**src/rtl/cpu_pkg.sv**
```systemverilog
// Shared opcode, FSM state and flag-index definitions for the cpu_exec_unit datapath.
package cpu_pkg;

    typedef enum logic [3:0] {
        OP_ADD = 4'd0,
        OP_SUB = 4'd1,
        OP_AND = 4'd2,
        OP_OR  = 4'd3,
        OP_XOR = 4'd4,
        OP_SHL = 4'd5,
        OP_SHR = 4'd6,
        OP_LDI = 4'd7,
        OP_MUL = 4'd8
    } opcode_t;

    typedef enum logic [1:0] {
        ST_IDLE = 2'd0,
        ST_MUL  = 2'd1,
        ST_DONE = 2'd2
    } state_t;

    localparam int NUM_FLAGS = 4;
    localparam int FLAG_Z    = 3;
    localparam int FLAG_N    = 2;
    localparam int FLAG_C    = 1;
    localparam int FLAG_V    = 0;

    // Opcode 8 is only legal when the multiplier is built.
    function automatic logic is_legal(input logic [3:0] op, input logic mul_en);
        return (op <= OP_LDI) || (mul_en && (op == OP_MUL));
    endfunction

endpackage

```
**src/rtl/cpu_mul_seq.sv**
```systemverilog
// Iterative shift-add multiplier: one partial product per clock, WIDTH clocks per operation.
// start loads the operands; done is high during the clock whose edge retires the last step.
module cpu_mul_seq #(
    parameter int WIDTH = 8
) (
    input  logic               clk,
    input  logic               reset,
    input  logic               start,
    input  logic [WIDTH-1:0]   a,
    input  logic [WIDTH-1:0]   b,
    output logic               done,
    output logic [2*WIDTH-1:0] product
);

    localparam int CW = $clog2(WIDTH + 1);

    logic [2*WIDTH-1:0] mcand;
    logic [WIDTH-1:0]   mplier;
    logic [CW-1:0]      count;

    assign done = (count == CW'(1));

    // NOTE: sequential state uses non-blocking assignments so every register samples pre-edge values.
    always_ff @(posedge clk or posedge reset) begin
        if (reset) begin
            product <= '0;
            mcand   <= '0;
            mplier  <= '0;
            count   <= '0;
        end else if (start) begin
            product <= '0;
            mcand   <= {{WIDTH{1'b0}}, a};
            mplier  <= b;
            count   <= CW'(WIDTH);
        end else if (count != '0) begin
            if (mplier[0]) begin
                product <= product + mcand;
            end
            mcand  <= mcand << 1;
            mplier <= mplier >> 1;
            count  <= count - CW'(1);
        end
    end

endmodule

```
**src/rtl/cpu_exec_unit.sv**
```systemverilog
// Execution unit: register file, flag-producing ALU and request/response FSM.
// Define CPU_MUL_EN to build the iterative multiplier for opcode 8; otherwise opcode 8 is illegal.
module cpu_exec_unit
    import cpu_pkg::*;
#(
    parameter int DATA_WIDTH = 8,
    parameter int ADDR_WIDTH = 4
) (
    input  logic                  clk,
    input  logic                  reset,
    input  logic                  in_valid,
    output logic                  in_ready,
    input  logic [3:0]            opcode,
    input  logic [ADDR_WIDTH-1:0] rd,
    input  logic [ADDR_WIDTH-1:0] rs1,
    input  logic [ADDR_WIDTH-1:0] rs2,
    input  logic                  sel_imm,
    input  logic [DATA_WIDTH-1:0] imm,
    input  logic                  wr,
    output logic                  out_valid,
    output logic [DATA_WIDTH-1:0] Y,
    output logic [NUM_FLAGS-1:0]  flags,
    output logic                  err,
    output logic                  busy
);

    localparam int NREG = 1 << ADDR_WIDTH;
    localparam int MSB  = DATA_WIDTH - 1;
    localparam int SHW  = $clog2(DATA_WIDTH);

    state_t                  state;
    logic [DATA_WIDTH-1:0]   rf [NREG];

    logic [3:0]              op_q;
    logic [DATA_WIDTH-1:0]   a_q;
    logic [DATA_WIDTH-1:0]   b_q;
    logic [ADDR_WIDTH-1:0]   rd_q;
    logic                    wr_q;

    logic                    accept;
    logic                    commit;
    logic                    illegal_q;
    logic                    rf_we;
    logic [DATA_WIDTH-1:0]   a_fwd;
    logic [DATA_WIDTH-1:0]   b_reg;
    logic [DATA_WIDTH-1:0]   b_fwd;

    logic [DATA_WIDTH-1:0]   alu_y;
    logic                    alu_c;
    logic                    alu_v;
    logic [NUM_FLAGS-1:0]    alu_flags;
    logic [DATA_WIDTH:0]     sum;
    logic [DATA_WIDTH:0]     diff;
    logic [DATA_WIDTH:0]     sh_left;
    logic [DATA_WIDTH:0]     sh_right;
    logic [SHW-1:0]          sh_amt;

    logic                    mul_done;
    logic [2*DATA_WIDTH-1:0] mul_prod;

    assign in_ready = (state == ST_IDLE) || (state == ST_DONE);
    assign busy     = (state == ST_MUL);
    assign accept   = in_valid && in_ready;
    assign commit   = (state == ST_DONE);

    // A request accepted on the commit edge sees the value being written at that edge.
    assign a_fwd = (rf_we && (rd_q == rs1)) ? alu_y : rf[rs1];
    assign b_reg = (rf_we && (rd_q == rs2)) ? alu_y : rf[rs2];
    assign b_fwd = sel_imm ? imm : b_reg;

`ifdef CPU_MUL_EN
    localparam logic MUL_EN = 1'b1;

    logic mul_start;
    assign mul_start = accept && (opcode == OP_MUL);

    cpu_mul_seq #(
        .WIDTH(DATA_WIDTH)
    ) u_mul (
        .clk    (clk),
        .reset  (reset),
        .start  (mul_start),
        .a      (a_fwd),
        .b      (b_fwd),
        .done   (mul_done),
        .product(mul_prod)
    );
`else
    localparam logic MUL_EN = 1'b0;

    assign mul_done = 1'b0;
    assign mul_prod = '0;
`endif

    assign illegal_q = !is_legal(op_q, MUL_EN);
    assign rf_we     = commit && wr_q && !illegal_q;

    assign sh_amt   = b_q[SHW-1:0];
    assign sum      = {1'b0, a_q} + {1'b0, b_q};
    assign diff     = {1'b0, a_q} - {1'b0, b_q};
    // Extra bit on either side captures the last bit shifted out (zero for a zero shift).
    assign sh_left  = {1'b0, a_q} << sh_amt;
    assign sh_right = {a_q, 1'b0} >> sh_amt;

    // NOTE: every combinational output gets a default first so no path can infer a latch.
    always_comb begin
        alu_y = '0;
        alu_c = 1'b0;
        alu_v = 1'b0;
        case (op_q)
            OP_ADD: begin
                alu_y = sum[MSB:0];
                alu_c = sum[DATA_WIDTH];
                alu_v = (a_q[MSB] == b_q[MSB]) && (alu_y[MSB] != a_q[MSB]);
            end
            OP_SUB: begin
                alu_y = diff[MSB:0];
                alu_c = diff[DATA_WIDTH];
                alu_v = (a_q[MSB] != b_q[MSB]) && (alu_y[MSB] != a_q[MSB]);
            end
            OP_AND: alu_y = a_q & b_q;
            OP_OR:  alu_y = a_q | b_q;
            OP_XOR: alu_y = a_q ^ b_q;
            OP_SHL: begin
                alu_y = sh_left[MSB:0];
                alu_c = sh_left[DATA_WIDTH];
            end
            OP_SHR: begin
                alu_y = sh_right[DATA_WIDTH:1];
                alu_c = sh_right[0];
            end
            OP_LDI: alu_y = b_q;
            OP_MUL: begin
                if (MUL_EN) begin
                    alu_y = mul_prod[MSB:0];
                    alu_c = |mul_prod[2*DATA_WIDTH-1:DATA_WIDTH];
                end
            end
            default: ;
        endcase
    end

    always_comb begin
        alu_flags         = '0;
        alu_flags[FLAG_Z] = (alu_y == '0);
        alu_flags[FLAG_N] = alu_y[MSB];
        alu_flags[FLAG_C] = alu_c;
        alu_flags[FLAG_V] = alu_v;
    end

    // NOTE: the register file is reset explicitly because reset must clear every register.
    always_ff @(posedge clk or posedge reset) begin
        if (reset) begin
            for (int i = 0; i < NREG; i++) begin
                rf[i] <= '0;
            end
        end else if (rf_we) begin
            rf[rd_q] <= alu_y;
        end
    end

    always_ff @(posedge clk or posedge reset) begin
        if (reset) begin
            state     <= ST_IDLE;
            out_valid <= 1'b0;
            err       <= 1'b0;
            Y         <= '0;
            flags     <= '0;
            op_q      <= '0;
            a_q       <= '0;
            b_q       <= '0;
            rd_q      <= '0;
            wr_q      <= 1'b0;
        end else begin
            out_valid <= 1'b0;
            err       <= 1'b0;

            if (commit) begin
                out_valid <= 1'b1;
                err       <= illegal_q;
                Y         <= alu_y;
                if (!illegal_q) begin
                    flags <= alu_flags;
                end
            end

            if (accept) begin
                op_q <= opcode;
                a_q  <= a_fwd;
                b_q  <= b_fwd;
                rd_q <= rd;
                wr_q <= wr;
            end

            case (state)
                ST_IDLE, ST_DONE: begin
                    if (accept) begin
                        state <= (MUL_EN && (opcode == OP_MUL)) ? ST_MUL : ST_DONE;
                    end else begin
                        state <= ST_IDLE;
                    end
                end
                ST_MUL: begin
                    if (mul_done) begin
                        state <= ST_DONE;
                    end
                end
                default: state <= ST_IDLE;
            endcase
        end
    end

endmodule

```
**config.mk**
```make
export PLATFORM = sky130hd
export DESIGN_NAME = cpu_exec_unit
export DESIGN_NICKNAME = d
export VERILOG_FILES = /design/src/rtl/cpu_pkg.sv /design/src/rtl/cpu_mul_seq.sv /design/src/rtl/cpu_exec_unit.sv
export SDC_FILE = /design/constraint.sdc
export NUM_CORES = 1
export LEC_CHECK = 0
export BUFFER_PORTS_ARGS = -buffer_cell sky130_fd_sc_hd__buf_2
export CORE_ASPECT_RATIO = 1.1
export CORE_UTILIZATION = 25
export CTS_CLUSTER_SIZE = 40
export DETAILED_ROUTE_END_ITERATION = 10
export HOLD_SLACK_MARGIN = 0.06
export PLACE_DENSITY = 0.41
export SLEW_MARGIN = 20
export SYNTH_ARGS = -nofsm -noshare
export SYNTH_HDL_FRONTEND = slang
export SYNTH_SLANG_ARGS = --single-unit
```
**constraint.sdc**
```tcl
create_clock -name clk -period 5.85 [get_ports clk]
set_clock_uncertainty 0.2 [all_clocks]
set_input_delay 1.4625 -clock clk [delete_from_list [all_inputs] [get_ports clk]]
set_output_delay 1.4625 -clock clk [all_outputs]
set_load 0.03 [all_outputs]
```
After elaboration in Yosys (flattened, before gate mapping)
Cells that the tools add are included.

operators by class
  divide/modulo/power cells = 0
  shift operators = 2
  order comparisons = 5
  multiply operators = 0
  bitwise logic cells = 6
  reduce and logical (&&, ||, !) cells = 15
  multiplexer cells = 19
  $add $sub $neg = 2
  eq/ne operators = 15

operators by type and width
  kind                                                        number
  bitwise mux 128 bit                                         1
  binary-select mux 8 bit (select 4 bit)                      2
  2-to-1 mux 8 bit                                            8
  one-hot mux 8 bit (8 select lines)                          1
  demux 8 bit (select 4 bit)                                  1
  equality test 4 x 3 -> 1 bit, second input constant         4
  >= comparator 5 bit, second input constant                  3
  NOT 4 -> 5 bit                                              3
  adder 8 x 8 -> 9 bit                                        1
  left shift 8 x 3 -> 9 bit                                   1
  right shift 9 x 3 -> 9 bit                                  1
  subtractor 8 x 8 -> 9 bit                                   1
  AND 8 bit                                                   1
  equality test 4 x 2 -> 1 bit, second input constant         2
  equality test 4 bit                                         2
  logical AND 1 bit                                           8
  zero test 8 bit                                             1
  bitwise OR 8 bit                                            1
  bitwise XOR 8 bit                                           1
  less-than comparator 5 x 1 -> 1 bit, second input constant  1
  equality test 4 x 1 -> 1 bit, second input constant         1
  <= comparator 4 x 3 -> 1 bit, second input constant         1
  zero test 4 bit                                             1
  one-hot mux 1 bit (4 select lines)                          1
  other kinds (13)                                            16

word-level totals
  output and inout bits = 16
  input port bits = 29
  memories kept = 0
  latch bits = 0
  flip-flop bits (word level) = 169
  memory bits (writable) = 0
  word-level logic and storage cells = 90
  memory bits (read-only) = 0

Logic depth before layout (Yosys ltp)
Gate-level depths: netlist (run 1).

  depth after elaboration = 6
  mapped depth = 12
  gate-level depth less buffers = 11

Worst setup path after synthesis (run 1)
OpenSTA, ideal clock, no wires.

  path kind = input to register
  start point = in rs2[0]
  end point = reg b_q[1]
  buffers on the path = 2
  slack = 2,290 ps
  stages on the path = 6
  required time = 5,516 ps
  library setup time = 134 ps
  arrival time = 3,226 ps
  cells stage by stage = buf_2 > buf_2 > mux4_2 > mux4_2 > a211oi_1 > o22ai_1

between the ends
  longest elaborated chain between the ends = 6
  elaborated cells between the ends (all ways) = 8
  classes of those cells = eq/ne: 1; mux: 5; bitwise: 1; reduce/logical: 1

RTL lines
  what                                                  RTL line              text
  start, declared                                       cpu_exec_unit.sv:16   input logic [ADDR_WIDTH-1:0] rs2,
  NOT 4 -> 5 bit (implied by the code)                  cpu_exec_unit.sv:68   assign b_reg = (rf_we && (rd_q == rs2)) ? alu_y : rf[rs2];
  binary-select mux 8 bit (select 4 bit)                cpu_exec_unit.sv:68
  2-to-1 mux 8 bit (implied by the code) (2 in series)  cpu_exec_unit.sv:68
  2-to-1 mux 8 bit *                                    cpu_exec_unit.sv:68
  2-to-1 mux 8 bit *                                    cpu_exec_unit.sv:69   assign b_fwd = sel_imm ? imm : b_reg;
  end signal, assigned                                  cpu_exec_unit.sv:190  b_q <= b_fwd;
  end, declared                                         cpu_exec_unit.sv:36   logic [DATA_WIDTH-1:0] b_q;

Mark *: on every way between the ends. The rest lies on a longest branch, timed or not. The select of a mux whose other input is x is not followed.
A chain may end at the register's enable or synchronous reset.

Worst setup path after layout (run 1)
  start point = reg b_q[1]
  end point = reg b_q[7]

between the ends
  longest elaborated chain between the ends = 4
  elaborated cells between the ends (all ways) = 7
  classes of those cells = add/sub: 2; shift: 2; mux: 3

RTL lines
  what                                                     RTL line              text
  subtractor 8 x 8 -> 9 bit, or another cell as far along  cpu_exec_unit.sv:100  assign diff = {1'b0, a_q} - {1'b0, b_q};
  one-hot mux 8 bit (8 select lines) *                     cpu_exec_unit.sv:110  case (op_q)
  2-to-1 mux 8 bit *                                       cpu_exec_unit.sv:68
  2-to-1 mux 8 bit *                                       cpu_exec_unit.sv:69

Mark *: on every way between the ends. The rest lies on a longest branch, timed or not.

==> impl_metrics.json, run 1 <==
{
  "status": "finished clean",
  "grtUsageTotal_pct": 15.9,
  "powerDensity_nw_per_um2": 406,
  "grt_max_degree": 169,
  "place_ws_ns": 1.51,
  "start_kind": "register",
  "synth_top_family_by_area": "multiplexers",
  "fin_ws_ns": 1.52,
  "via_per_inst": 5.04,
  "synth_compound_area_share_pct": 14.9,
  "clock_latency_ns": 0.44,
  "critPathKind": "register to register",
  "tns_ns": 0,
  "area_growth_pct": 13.2,
  "yosysSeqAreaShare_pct": 41.1,
  "chipHeight_um": 214,
  "port_buffers": 42,
  "yosys.area_share.simple_pct": 12.7,
  "setup_violations": 0,
  "rows": 77,
  "pin_count": 45,
  "synthCells": 975,
  "grt_pass1_wl_mm": 49.3,
  "post_cts_buffers": 0,
  "dr.pass1.iters": 5,
  "nets": 1034,
  "rsz0062_at_grt": "no",
  "core_area_sq_um": 40300,
  "hold_buffers": 0,
  "synth_area_sq_um": 10200,
  "end_kind": "register",
  "synth_area_leaders": "dfrtp_1 (41%), mux4_2 (19%), a21oi_1 (4.5%)",
  "post-synth-top-count-cell": "dfrtp_1",
  "start_util_pct": 25.4,
  "num_vias": 7569,
  "crit_chain": "inv_1 -> ha_1 -> o21bai_1 -> a2111oi_1 -> nor3_1 -> or3_1 -> a21oi_2 -> or3_1 -> o211ai_1",
  "slew_headroom_pct": 30.5,
  "clock-sinks": 168,
  "clk_pin_slew_ns": 0.07,
  "place_congestion": 0.828,
  "cts_buffers": 17,
  "dieArea_sq_um": 41700,
  "die_w_um": 195,
  "power_leakage_nw": 4.70,
  "synthAdderAreaFrac_pct": 3.57,
  "crit_arrival_ns": 4.44,
  "max_freq_ghz": 0.231,
  "finalInstanceArea_sq_um": 11600,
  "synth_top_area_share_pct": 41.1,
  "ys_ff_latch": 168,
  "slew_violations": 0,
  "yosys.area.top_type": "dfrtp_1",
  "finalHoldViolCount": 0,
  "synthArstFlopShare_pct": 100,
  "diodes": 0,
  "ant_nets": 0,
  "synth_fp_nets": 1032,
  "period_needed_ns": 4.33,
  "required_ns": 5.96,
  "wire_per_inst_um": 21.4,
  "fin_crit_sh_pct": 74.1,
  "grt_pass1_vias": 7574,
  "cts_tree": "built",
  "cp_slowest_stage_delay_ns": 0.93,
  "place_area_sq_um": 10900,
  "muxShareOfSynthArea_pct": 21.6,
  "maxCapViolCount": 0,
  "ir_drop_v": 0.000175,
  "htree_levels": 4,
  "post_cts_resized": 0,
  "worst_slew_pin_slew_ns": 1.04,
  "drive_gt1_share_pct": 21.3,
  "synth_ff_type": "dfrtp_1",
  "synth-edff-count": 0,
  "route.detailed.drc": 0,
  "synth_xor_area_share_pct": 1.03,
  "place_hpwl_mm": 22.0,
  "syn-mean-instance-area_sq_um": 10.5,
  "cts-root-buf": "clkbuf_16",
  "grt_overflow_total": 0,
  "crit_fanout": 24,
  "antenna_found_initial": 0,
  "ys_warn_count": 0,
  "synth_cell_type_count": 68,
  "synth_common_cells": "dfrtp_1 (168), nor2_1 (110), nand2_1 (97)",
  "hold_path_class": "register to register",
  "drt_wl_total_mm": 32.2,
  "cpMaxStageDelayCell": "dfrtp_1",
  "cp_common_cell": "or3_1",
  "drt_iter0_markers": 533,
  "cts_buffer_depth": 2
}
[area by class of cell]
class | instances | area [sq um]
inverter | 33 | 128
fill | 4220 | 28700
sequential | 168 | 4200
timing repair buffer | 64 | 410
clock inverter | 12 | 163
clock buffer | 20 | 457
multi-input combinational | 693 | 5570
tap | 513 | 642
[per-stage QoR]
step | total power [W] | utilization, % | std cells | hold slack (ns)
final | 0.00470 | 28.7 | 1503 | 0.287
after global routing | 0.00500 | 28.7 | 1503 | 0.314
after CTS | 0.00474 | 28.7 | 1502 | 0.295
after detailed placement | 0.00351 | 27.1 | 1470 | 0.279
after global placement | 0.00350 | 27.1 | 1470 | 0.275
after floorplan | 0.00300 | - | 975 | 0.149
[worst max-delay path, delay by kind of cell (launching register included)]
kind	cells	cell delay, ns
AND/OR/NAND/NOR	3	0.73
flip-flops	1	0.93
AO/OA/AOI/OAI	4	1.52
adder cells (fa/ha/maj)	1	0.43
buffers and inverters	1	0.39
[final timing paths]
path | from | cells after the start | end | slack (ns)
worst max register to register | b_q[1] | 9 | b_q[7] | 1.52
min in group asynchronous | reset | 3 | Y[0] | 0.88
worst min register to register | flags[0] | 2 | flags[0] | 0.29
worst min-delay path | flags[0] | 2 | flags[0] | 0.29
max in group asynchronous | reset | 4 | rf[21] | 3.60
worst max-delay path | b_q[1] | 9 | b_q[7] | 1.52
[per-layer routing]
layer	global-route usage [%]	up-vias	routed length (um)
li1	-	3556	-
met1	21.8	3848	15300
met2	25.5	126	15300
met3	2.01	39	723
met4	6.12	0	836
met5	0	-	0
[flip-flops by register name, indices dropped and copies added (netlist names)]
signal,flops
rf,128
Y,8
a_q,8
b_q,8
flags,4
op_q,4
rd_q,4
err,1
out_valid,1
state,1
wr_q,1
[power by group]
group          switching, W  internal [W]  total (W)
clock network      0.000514      0.000701    0.00121
registers          0.000329       0.00150    0.00183
logic              0.000883      0.000777    0.00166
total               0.00173       0.00298    0.00470
[cell usage in the layout, fill, tap and decap left out, types with 9 or more instances in the layout]
master     instances
dfrtp_1          168
nor2_1           108
nand2_1           97
a21oi_1           90
mux4_2            88
o21ai_0           79
buf_2             41
inv_1             31
ha_1              26
buf_4             21
nand2b_1          17
clkbuf_16         17
nand3_1           16
nor2b_1           13
mux2i_1           11
mux2_2            10
xnor2_1           10
nor3_1             9
[logic make-up (layout without fill, tap and decap cells)]
logic type                 after synthesis  after routing
other                                    2              2
and+or+nand+nor                        288            288
buffers and inverters                  114            129
AOI/OAI and AO/OA                      254            254
DFF                                    168            168
muxes                                  109            109
adders and majority gates               28             28
xor gates and xnor gates                12             12
No activity file was read; power rests on OpenSTA's default activity.
==> run 2: changes to the inputs <==
PLACE_DENSITY = 0.4   (was 0.41)
clock period = 4.3 ns   (was 5.85 ns; I/O delays follow)
==> run 2 against run 1 <==
  * Utilization rose by 0.21 points
  * Sequential cell count stayed put
  * Die area stayed put
  * Sequential share of layout area fell by 0.27 points
  * Clock power rose by 35%
  * Critical path depth is the same
  * Routed wire length rose by 5.0%
  * Setup slack worse by 0.77 ns
  * Via count increased by 0.66%
  * Largest cell class unchanged
  * Highest routed layer unchanged
==> impl_metrics.json, run 2 (same netlist as run 1, synthesis figures left out) <==
{
  "cts-root-buf": "clkbuf_16",
  "core_area_sq_um": 40300,
  "num_vias": 7619,
  "start_util_pct": 25.4,
  "r2r_slack_ns": 0.75,
  "max_freq_ghz": 0.282,
  "chipHeight_um": 214,
  "hold_buffers": 0,
  "worst_slew_pin_slew_ns": 0.997,
  "finalInstanceArea_sq_um": 11700,
  "grt_pass1_wl_mm": 51.5,
  "htree_levels": 4,
  "powerDensity_nw_per_um2": 551,
  "drt_wl_total_mm": 33.8,
  "place_hpwl_mm": 23.4,
  "antenna_found_initial": 0,
  "tns_ns": 0,
  "required_ns": 4.39,
  "die_w_um": 195,
  "end_kind": "register",
  "grt_pass1_vias": 7740,
  "status": "finished clean",
  "dieArea_sq_um": 41700,
  "maxCapViolCount": 0,
  "intPower_w": 0.00400,
  "route.detailed.drc": 0,
  "slew_headroom_pct": 33.5,
  "area_growth_pct": 14.0,
  "clk_pin_slew_ns": 0.07,
  "place_congestion": 0.840,
  "cts_tree": "built",
  "fin_ws_ns": 0.752,
  "path_buf_inv": 2,
  "finalHoldViolCount": 0,
  "cts_buffer_depth": 2,
  "layout_common_cells": "dfrtp_1 (168), nor2_1 (104), nand2_1 (97)",
  "crit_arrival_ns": 3.64,
  "cpMaxStageDelayCell": "dfrtp_1",
  "largest_reg_flops": 128,
  "netSwitchingFraction_pct": 37.7,
  "crit_family": "compound AO/OA/AOI/OAI gates",
  "place_area_sq_um": 11100,
  "nets": 1043,
  "clock-sinks": 168,
  "grtUsageTotal_pct": 16.7,
  "hold_path_class": "register to register",
  "final_common_cell": "dfrtp_1",
  "rows": 77,
  "port_buffers": 42,
  "dr.pass1.iters": 4,
  "drt_iter0_markers": 398,
  "hold_ws_ns": 0.289,
  "min_from": "flags[0]",
  "period_needed_ns": 3.55,
  "pin_count": 45,
  "drive_gt1_share_pct": 22.6,
  "crit_chain": "inv_1 -> ha_1 -> nand2b_1 -> a21oi_1 -> a221oi_1 -> o221ai_1 -> a21oi_2 -> buf_4 -> o21ai_0",
  "cts_buffers": 17,
  "place_ws_ns": 0.749,
  "rsz0062_at_grt": "no",
  "ant_nets": 0,
  "crit_fanout": 16,
  "fin_crit_sh_pct": 82.5,
  "p_comb_share_pct": 36.4,
  "slew_violations": 0,
  "grt_overflow_total": 0,
  "clock_latency_ns": 0.45,
  "diodes": 0,
  "grt_max_degree": 62,
  "power_leakage_nw": 4.74,
  "post_cts_resized": 0,
  "p_clk_share_pct": 25.3,
  "switchingPower_w": 0.00242,
  "cp-startpoint": "b_q[2]",
  "ir_drop_v": 0.000289,
  "wire_per_inst_um": 22.3,
  "post_cts_buffers": 0,
  "p_seq_share_pct": 38.2,
  "cp_slowest_stage_delay_ns": 0.60,
  "largest_register": "rf",
  "crit-reg2reg-launch": "b_q[2]",
  "start_kind": "register",
  "via_per_inst": 5.04,
  "critPathKind": "register to register",
  "final_core_util_pct": 29.0,
  "setup_violations": 0
}
[run 2: area by class of cell]
cell class / instances / area (sq um)
Timing Repair Buffer: 73 / 493
Fill cell: 4248 / 28600
Clock inverter: 15 / 183
Sequential cell: 168 / 4200
Clock buffer: 17 / 425
Tap cell: 513 / 642
Inverter: 33 / 128
Multi-Input combinational cell: 693 / 5590
[run 2: per-layer routing]
layer	share of wire [%]	track usage [%]
met1	47	23.3
met2	47	26.2
met3	3.5	2.88
met4	2.1	5.30
met5	0	0
[run 2: path summary, 6_finish.rpt]
kind                            end  depth (start not counted)
max in group asynchronous    a_q[2]                          3
min in group asynchronous    rf[54]                          2
min                        flags[0]                          2
max reg2reg                 rf[102]                          9
min reg2reg                flags[0]                          2
max                         rf[102]                          9
[run 2: per-stage QoR]
stage          instances  total power (W)
2_1_floorplan        975          0.00408
3_3_place_gp        1480          0.00481
3_5_place_dp        1480          0.00483
4_1_cts             1512          0.00648
5_1_grt             1512          0.00683
6_report            1512          0.00642
[run 2: worst register-to-register path, cell delays in order, from the launching register on]
cell	delay [ns]
dfrtp_1	0.60
inv_1	0.24
ha_1	0.49
nand2b_1	0.19
a21oi_1	0.11
a221oi_1	0.42
o221ai_1	0.23
a21oi_2	0.47
buf_4	0.33
o21ai_0	0.13
[run 2: power groups by stage]
| stage | sequential, W | clock, W | combinational [W] |
|---|---|---|---|
| global route | 0.00253 | 0.00173 | 0.00257 |
| detailed placement | 0.00248 | 0 | 0.00235 |
| floorplan | 0.00239 | 0 | 0.00168 |
| CTS | 0.00245 | 0.00168 | 0.00235 |
| global placement | 0.00247 | 0 | 0.00233 |
| finish | 0.00245 | 0.00163 | 0.00234 |
